`config.mk`:
```
export PLATFORM = sky130hd
export DESIGN_NAME = reu_ram_arbiter
export DESIGN_NICKNAME = d
export VERILOG_FILES = /design/src/rtl/reu_pkg.sv /design/src/rtl/rr_pick.sv /design/src/rtl/reu_ram_arbiter.sv
export SDC_FILE = /design/constraint.sdc
export NUM_CORES = 1
export LEC_CHECK = 0
export CAP_MARGIN = 40
export CORE_AREA = 2 2 61 92
export DETAILED_ROUTE_END_ITERATION = 12
export DIE_AREA = 0 0 63 94
export PLACE_DENSITY_LB_ADDON = 0.25
export SLEW_MARGIN = 20
export SYNTH_ARGS = -nofsm -noshare
export SYNTH_HDL_FRONTEND = slang
export SYNTH_HIERARCHICAL = 1
export SYNTH_SLANG_ARGS = --single-unit
```
`constraint.sdc`:
```
create_clock -name clk -period 2.3 [get_ports clk]
set_input_delay 0.46 -clock clk [delete_from_list [all_inputs] [get_ports clk]]
set_output_delay 0.46 -clock clk [all_outputs]
set_load 0.02 [all_outputs]
```
`src/rtl/reu_pkg.sv`:
```
// Shared definitions for the expansion-RAM arbiter slice.
//   state_t    : arbiter FSM encoding (ST_IDLE / ST_BUSY)
//   MAX_PORTS  : upper bound on the number of requesters
//   wrap_add   : modulo-n index increment used by the round-robin search
package reu_pkg;

    typedef enum logic {
        ST_IDLE = 1'b0,
        ST_BUSY = 1'b1
    } state_t;

    localparam int MAX_PORTS = 4;

    // (base + step) mod n, returned as a 2-bit port index.
    function automatic logic [1:0] wrap_add(input logic [1:0] base, input int step, input int n);
        int s;
        s = (int'(base) + step) % n;
        return s[1:0];
    endfunction

endpackage

```
`src/rtl/rr_pick.sv`:
```
// Combinational winner selection for the RAM arbiter.
//   pending    in  ports  one bit per requester with an outstanding request
//   last_grant in  2      index of the current/last owner
//   fixed_prio in  1      1 = lowest pending index wins, 0 = round-robin
//   winner     out 2      selected port (0 when nothing is pending)
//   found      out 1      1 when at least one port is pending
module rr_pick
    import reu_pkg::*;
#(
    parameter int ports = 2
) (
    input  logic [ports-1:0] pending,
    input  logic [1:0]       last_grant,
    input  logic             fixed_prio,
    output logic [1:0]       winner,
    output logic             found
);

    // Widened copy so a 2-bit index is always in range.
    logic [MAX_PORTS-1:0] pend_ext;
    logic [1:0]           idx;

    always_comb begin
        pend_ext             = '0;
        pend_ext[ports-1:0]  = pending;
        winner               = 2'd0;
        found                = 1'b0;
        idx                  = 2'd0;
        if (fixed_prio) begin
            // Scan high to low so the lowest pending index is written last.
            for (int i = ports - 1; i >= 0; i--) begin
                if (pend_ext[i]) begin
                    winner = 2'(i);
                    found  = 1'b1;
                end
            end
        end else begin
            // Scan from the farthest candidate (the last owner itself, a full
            // wrap away) down to last_grant+1, so the nearest candidate after
            // the last owner wins and the last owner only wins when alone.
            for (int k = ports; k >= 1; k--) begin
                idx = wrap_add(last_grant, k, ports);
                if (pend_ext[idx]) begin
                    winner = idx;
                    found  = 1'b1;
                end
            end
        end
    end

endmodule

```
`src/rtl/reu_ram_arbiter.sv`:
```
// Shares one expansion-RAM port among 2..4 toggle-handshake requesters.
// Each accepted request becomes exactly one downstream RAM cycle; the read
// result of the latest completed read is returned on the shared req_q bus.
//   clk, reset : clock, synchronous active-high reset
//   req_a/d/we : per-port address / write data / write enable (slice i = port i)
//   req_req    : per-port request toggle (pending while req_req != req_ack)
//   req_ack    : per-port acknowledge toggle
//   req_q      : read data of the most recently completed read
//   ram_a/d/we : registered RAM address / write data / write enable
//   ram_req    : RAM request toggle (cycle outstanding while ram_req != ram_ack)
//   ram_ack    : RAM acknowledge toggle
//   ram_q      : RAM read data
//   grant      : current or last owner
//   busy       : 1 while a RAM cycle is outstanding
module reu_ram_arbiter
    import reu_pkg::*;
#(
    parameter int ram_a_bits = 17,
    parameter int ports      = 2,
    parameter int fixed_prio = 0
) (
    input  logic                        clk,
    input  logic                        reset,
    input  logic [ports*ram_a_bits-1:0] req_a,
    input  logic [ports*8-1:0]          req_d,
    input  logic [ports-1:0]            req_we,
    input  logic [ports-1:0]            req_req,
    output logic [ports-1:0]            req_ack,
    output logic [7:0]                  req_q,
    output logic [ram_a_bits-1:0]       ram_a,
    output logic [7:0]                  ram_d,
    input  logic [7:0]                  ram_q,
    output logic                        ram_we,
    output logic                        ram_req,
    input  logic                        ram_ack,
    output logic [1:0]                  grant,
    output logic                        busy
);

    state_t                 state_reg,   state_next;
    logic [1:0]             grant_reg,   grant_next;
    logic                   busy_reg,    busy_next;
    logic [ram_a_bits-1:0]  ram_a_reg,   ram_a_next;
    logic [7:0]             ram_d_reg,   ram_d_next;
    logic                   ram_we_reg,  ram_we_next;
    logic                   ram_req_reg, ram_req_next;
    logic [7:0]             req_q_reg,   req_q_next;
    logic [ports-1:0]       req_ack_reg, req_ack_next;

    // Per-port slices unpacked to MAX_PORTS entries; unused entries read as 0
    // so the 2-bit winner index never selects outside the array.
    logic [ram_a_bits-1:0]  slice_a  [MAX_PORTS];
    logic [7:0]             slice_d  [MAX_PORTS];
    logic                   slice_we [MAX_PORTS];

    genvar gi;
    generate
        for (gi = 0; gi < MAX_PORTS; gi++) begin : g_slice
            if (gi < ports) begin : g_used
                assign slice_a[gi]  = req_a[gi*ram_a_bits +: ram_a_bits];
                assign slice_d[gi]  = req_d[gi*8 +: 8];
                assign slice_we[gi] = req_we[gi];
            end else begin : g_unused
                assign slice_a[gi]  = '0;
                assign slice_d[gi]  = '0;
                assign slice_we[gi] = 1'b0;
            end
        end
    endgenerate

    logic [ports-1:0] pending;
    logic [1:0]       winner;
    logic             found;

    assign pending = req_req ^ req_ack_reg;

    rr_pick #(
        .ports      (ports)
    ) u_pick (
        .pending    (pending),
        .last_grant (grant_reg),
        .fixed_prio (fixed_prio != 0),
        .winner     (winner),
        .found      (found)
    );

    always_comb begin
        state_next   = state_reg;
        grant_next   = grant_reg;
        busy_next    = busy_reg;
        ram_a_next   = ram_a_reg;
        ram_d_next   = ram_d_reg;
        ram_we_next  = ram_we_reg;
        ram_req_next = ram_req_reg;
        req_q_next   = req_q_reg;
        req_ack_next = req_ack_reg;
        case (state_reg)
            ST_IDLE: begin
                if (found) begin
                    ram_a_next   = slice_a[winner];
                    ram_d_next   = slice_d[winner];
                    ram_we_next  = slice_we[winner];
                    ram_req_next = ~ram_req_reg;
                    grant_next   = winner;
                    busy_next    = 1'b1;
                    state_next   = ST_BUSY;
                end
            end
            ST_BUSY: begin
                if (ram_req_reg == ram_ack) begin
                    if (!ram_we_reg) begin
                        req_q_next = ram_q;
                    end
                    for (int i = 0; i < ports; i++) begin
                        if (grant_reg == 2'(i)) begin
                            req_ack_next[i] = ~req_ack_reg[i];
                        end
                    end
                    busy_next  = 1'b0;
                    state_next = ST_IDLE;
                end
            end
            default: state_next = ST_IDLE;
        endcase
    end

    always_ff @(posedge clk) begin
        if (reset) begin
            state_reg   <= ST_IDLE;
            grant_reg   <= 2'd0;
            busy_reg    <= 1'b0;
            ram_a_reg   <= '0;
            ram_d_reg   <= '0;
            ram_we_reg  <= 1'b0;
            req_q_reg   <= '0;
            // Resynchronise both handshakes: any in-flight RAM cycle is
            // abandoned and pending requests are dropped without an ack.
            ram_req_reg <= ram_ack;
            req_ack_reg <= req_req;
        end else begin
            state_reg   <= state_next;
            grant_reg   <= grant_next;
            busy_reg    <= busy_next;
            ram_a_reg   <= ram_a_next;
            ram_d_reg   <= ram_d_next;
            ram_we_reg  <= ram_we_next;
            req_q_reg   <= req_q_next;
            ram_req_reg <= ram_req_next;
            req_ack_reg <= req_ack_next;
        end
    end

    assign req_ack = req_ack_reg;
    assign req_q   = req_q_reg;
    assign ram_a   = ram_a_reg;
    assign ram_d   = ram_d_reg;
    assign ram_we  = ram_we_reg;
    assign ram_req = ram_req_reg;
    assign grant   = grant_reg;
    assign busy    = busy_reg;

endmodule
```
==> results.toml <==
[setup_path]
crit_path_max_fanout = 14
cp-end-kind = "flip-flop"
critPathArrivalTime_ps = 2150
reg2reg_setup_slack_ps = 610
cp-start-kind = "input pin"
worstPathCellList = "clkdlybuf4s50_1, xor2_1, or2_1, nand2b_4, or3_1, buf_4, o2bb2ai_2"
worst_path_largest_cell_delay_ps = 490
worstSetupPathType = "input pin to flip-flop"
crit_buf_inv = 2
required_ps = 2520
path_delay_family = "buffers and inverters"
cp_slowest_cell = "clkdlybuf4s50_1"

[cts]
cts_tree = "built"
cts_made_buffers = 5
post-cts-setup-buffers = 0
postCtsHoldBufs = 0
clkLatencyLatePin_ps = 280
clock_sinks = 41
clk_pin_slew_ps = 70
cts_resized = 0
clock_path_buffers = 2
cts_max_level = 2
clock_tree.root_cell = "clkbuf_8"

[sta]
slew_violations = 0
finalCriticalPeriod_ps = 1930
fin_setup_tns_ps = 0
max_freq_mhz = 518
hold_viol = 0
rsz0062_at_grt = "false"
post-route-period-util_pct = 83.9
fin_skew_ps = 6.36
setup_violations = 0

[synthesis]
synth_common_cells = "dfxtp_1 (38), mux2i_1 (27), o2bb2ai_2 (20)"
synth_flop_cell = "dfxtp_1"
synth_most_common_cell = "dfxtp_1"
yosys_warnings = 6
ys_types = 32
yosys.area.top_type_share_pct = 40.1
ys_seq_elements = 41
synth_area_leader_cell = "dfxtp_1"
syn_inst = 165
synthArstFlopShare_pct = 0
ys_seq_area_share_pct = 44.8
syn_nets = 230
synth_area_leaders = "dfxtp_1 (40%), o2bb2ai_2 (16%), mux2i_1 (14%)"
synth_edf_count = 3
syn_area_per_cell_um2 = 11.5
synth_area_um2 = 1900

[layout]
nets = 337
final_core_util_pct = 61.3
area_delta_synth_final_pct = 64.3
antenna_cells = 0
drive_gt1_share_pct = 14.7
largest_register_ff_count = 17
fillers = 471

[place]
io_buffers = 104
gp_congestion = 0.703
dp_hpwl_um = 3860

[power_and_ir_drop]
combPwrFrac_pct = 33.8
p_int_uw = 1390
power_frac_seq_pct = 42.6
p_clk_share_pct = 23.6
p_per_area_nw_per_um2 = 632
p_sw_uw = 582
swShare_pct = 29.5
p_leak_uw = 0.00116
irDropWorstVdd_uv = 392

[job]
max_cap_viol_count = 0

[die]
fp.dieW_um = 63
core_um2 = 5080
initial_utilization_pct = 37.3
row_count = 32
die_y_um = 94
die_area_um2 = 5920
io_pins = 105

[drt]
drt_wl_total_um = 4790
wl_per_cell_um = 14.0
drc = 0
drt_iter0_markers = 8
viasPerCell = 4.79
vias = 1634
detail-route-antenna-nets = 0
drt_first_pass_iters = 4

[grt]
antenna_found_initial = 0
grt_pass1_vias = 1638
grt_usage_pct = 16.6
grt_pass1_wl_um = 7820
grt_max_degree = 22
gr-total-overflow = 0

[min_path]
min_path_type = "flip-flop to flip-flop"

[outcome]
outcome = "complete, no violations"
-- power groups by stage --
stage               Sequential [uW]  Combinational, uW  Clock [uW]
global route                    850                719         511
CTS                             842                678         484
global placement                857                669           0
floorplan                       932                283           0
finish                          841                667         465
detailed placement              857                677           0
-- cell families (layout without fill, tap and decap cells) --
logic type | Yosys count | after routing | synth area share (%)
other | 2 | 2 | 0.396
DFF | 41 | 41 | 44.8
buffers and inverters | 16 | 124 | 4.61
and+or+nand+nor | 26 | 26 | 9.23
xor gates and xnor gates | 3 | 3 | 1.38
AOI/OAI and AO/OA | 50 | 50 | 25.3
muxes | 27 | 27 | 14.2
-- final timing paths --
kind               from         to  cells past startpoint
max          req_req[0]  ram_a[16]                      7
min           ram_a[12]  ram_a[12]                      1
max reg2reg  req_ack[0]  ram_a[16]                      6
min reg2reg   ram_a[12]  ram_a[12]                      1
-- metrics by stage --
step | cell area [um2] | hold slack (ps) | cells | power, uW | setup WS [ps]
final | 3120 | 465 | 341 | 1970 | 371
after global routing | 3120 | 481 | 341 | 2080 | 263
after floorplan | 1900 | 498 | 165 | 1220 | 383
after detailed placement | 3030 | 445 | 333 | 1530 | 68.7
after global placement | 3030 | 446 | 333 | 1530 | 114
after CTS | 3120 | 467 | 341 | 2000 | 351
-- cell usage in the layout (no fill, tap or decap), drive strengths merged --
master / instances
nor2: 3
a21oi: 10
clkbuf: 8
a21o: 1
nand2: 6
o22ai: 1
o2bb2ai: 26
clkdlybuf4s50: 104
conb: 2
mux2i: 27
nor2b: 1
inv: 3
nor3: 1
or2: 1
edfxtp: 3
and2: 1
nand2b: 3
xor2: 3
or3b: 8
a31o: 1
or3: 1
and2b: 1
o21ai: 11
dfxtp: 38
buf: 9
-- layout make-up --
type | instances | area (um2) | share of cell area (%)
Clock buffer | 8 | 90.1 | 2.89
Inverter | 3 | 11.3 | 0.361
Multi-Input combinational cell | 108 | 961 | 30.8
Sequential cell | 41 | 851 | 27.3
Tap cell | 68 | 85.1 | 2.73
Timing Repair Buffer | 113 | 1120 | 35.9
-- routing by layer --
layer | share of wire, % | wire (um) | track usage (%) | vias to the layer above
li1 | - | - | - | 813
met5 | 0 | 0 | 0 | -
met4 | 1.1 | 55 | 4.44 | 0
met1 | 37 | 1770 | 16.6 | 745
met2 | 54 | 2570 | 32.1 | 71
met3 | 8.3 | 397 | 5.52 | 5
No activity file was read; power rests on OpenSTA's default activity.
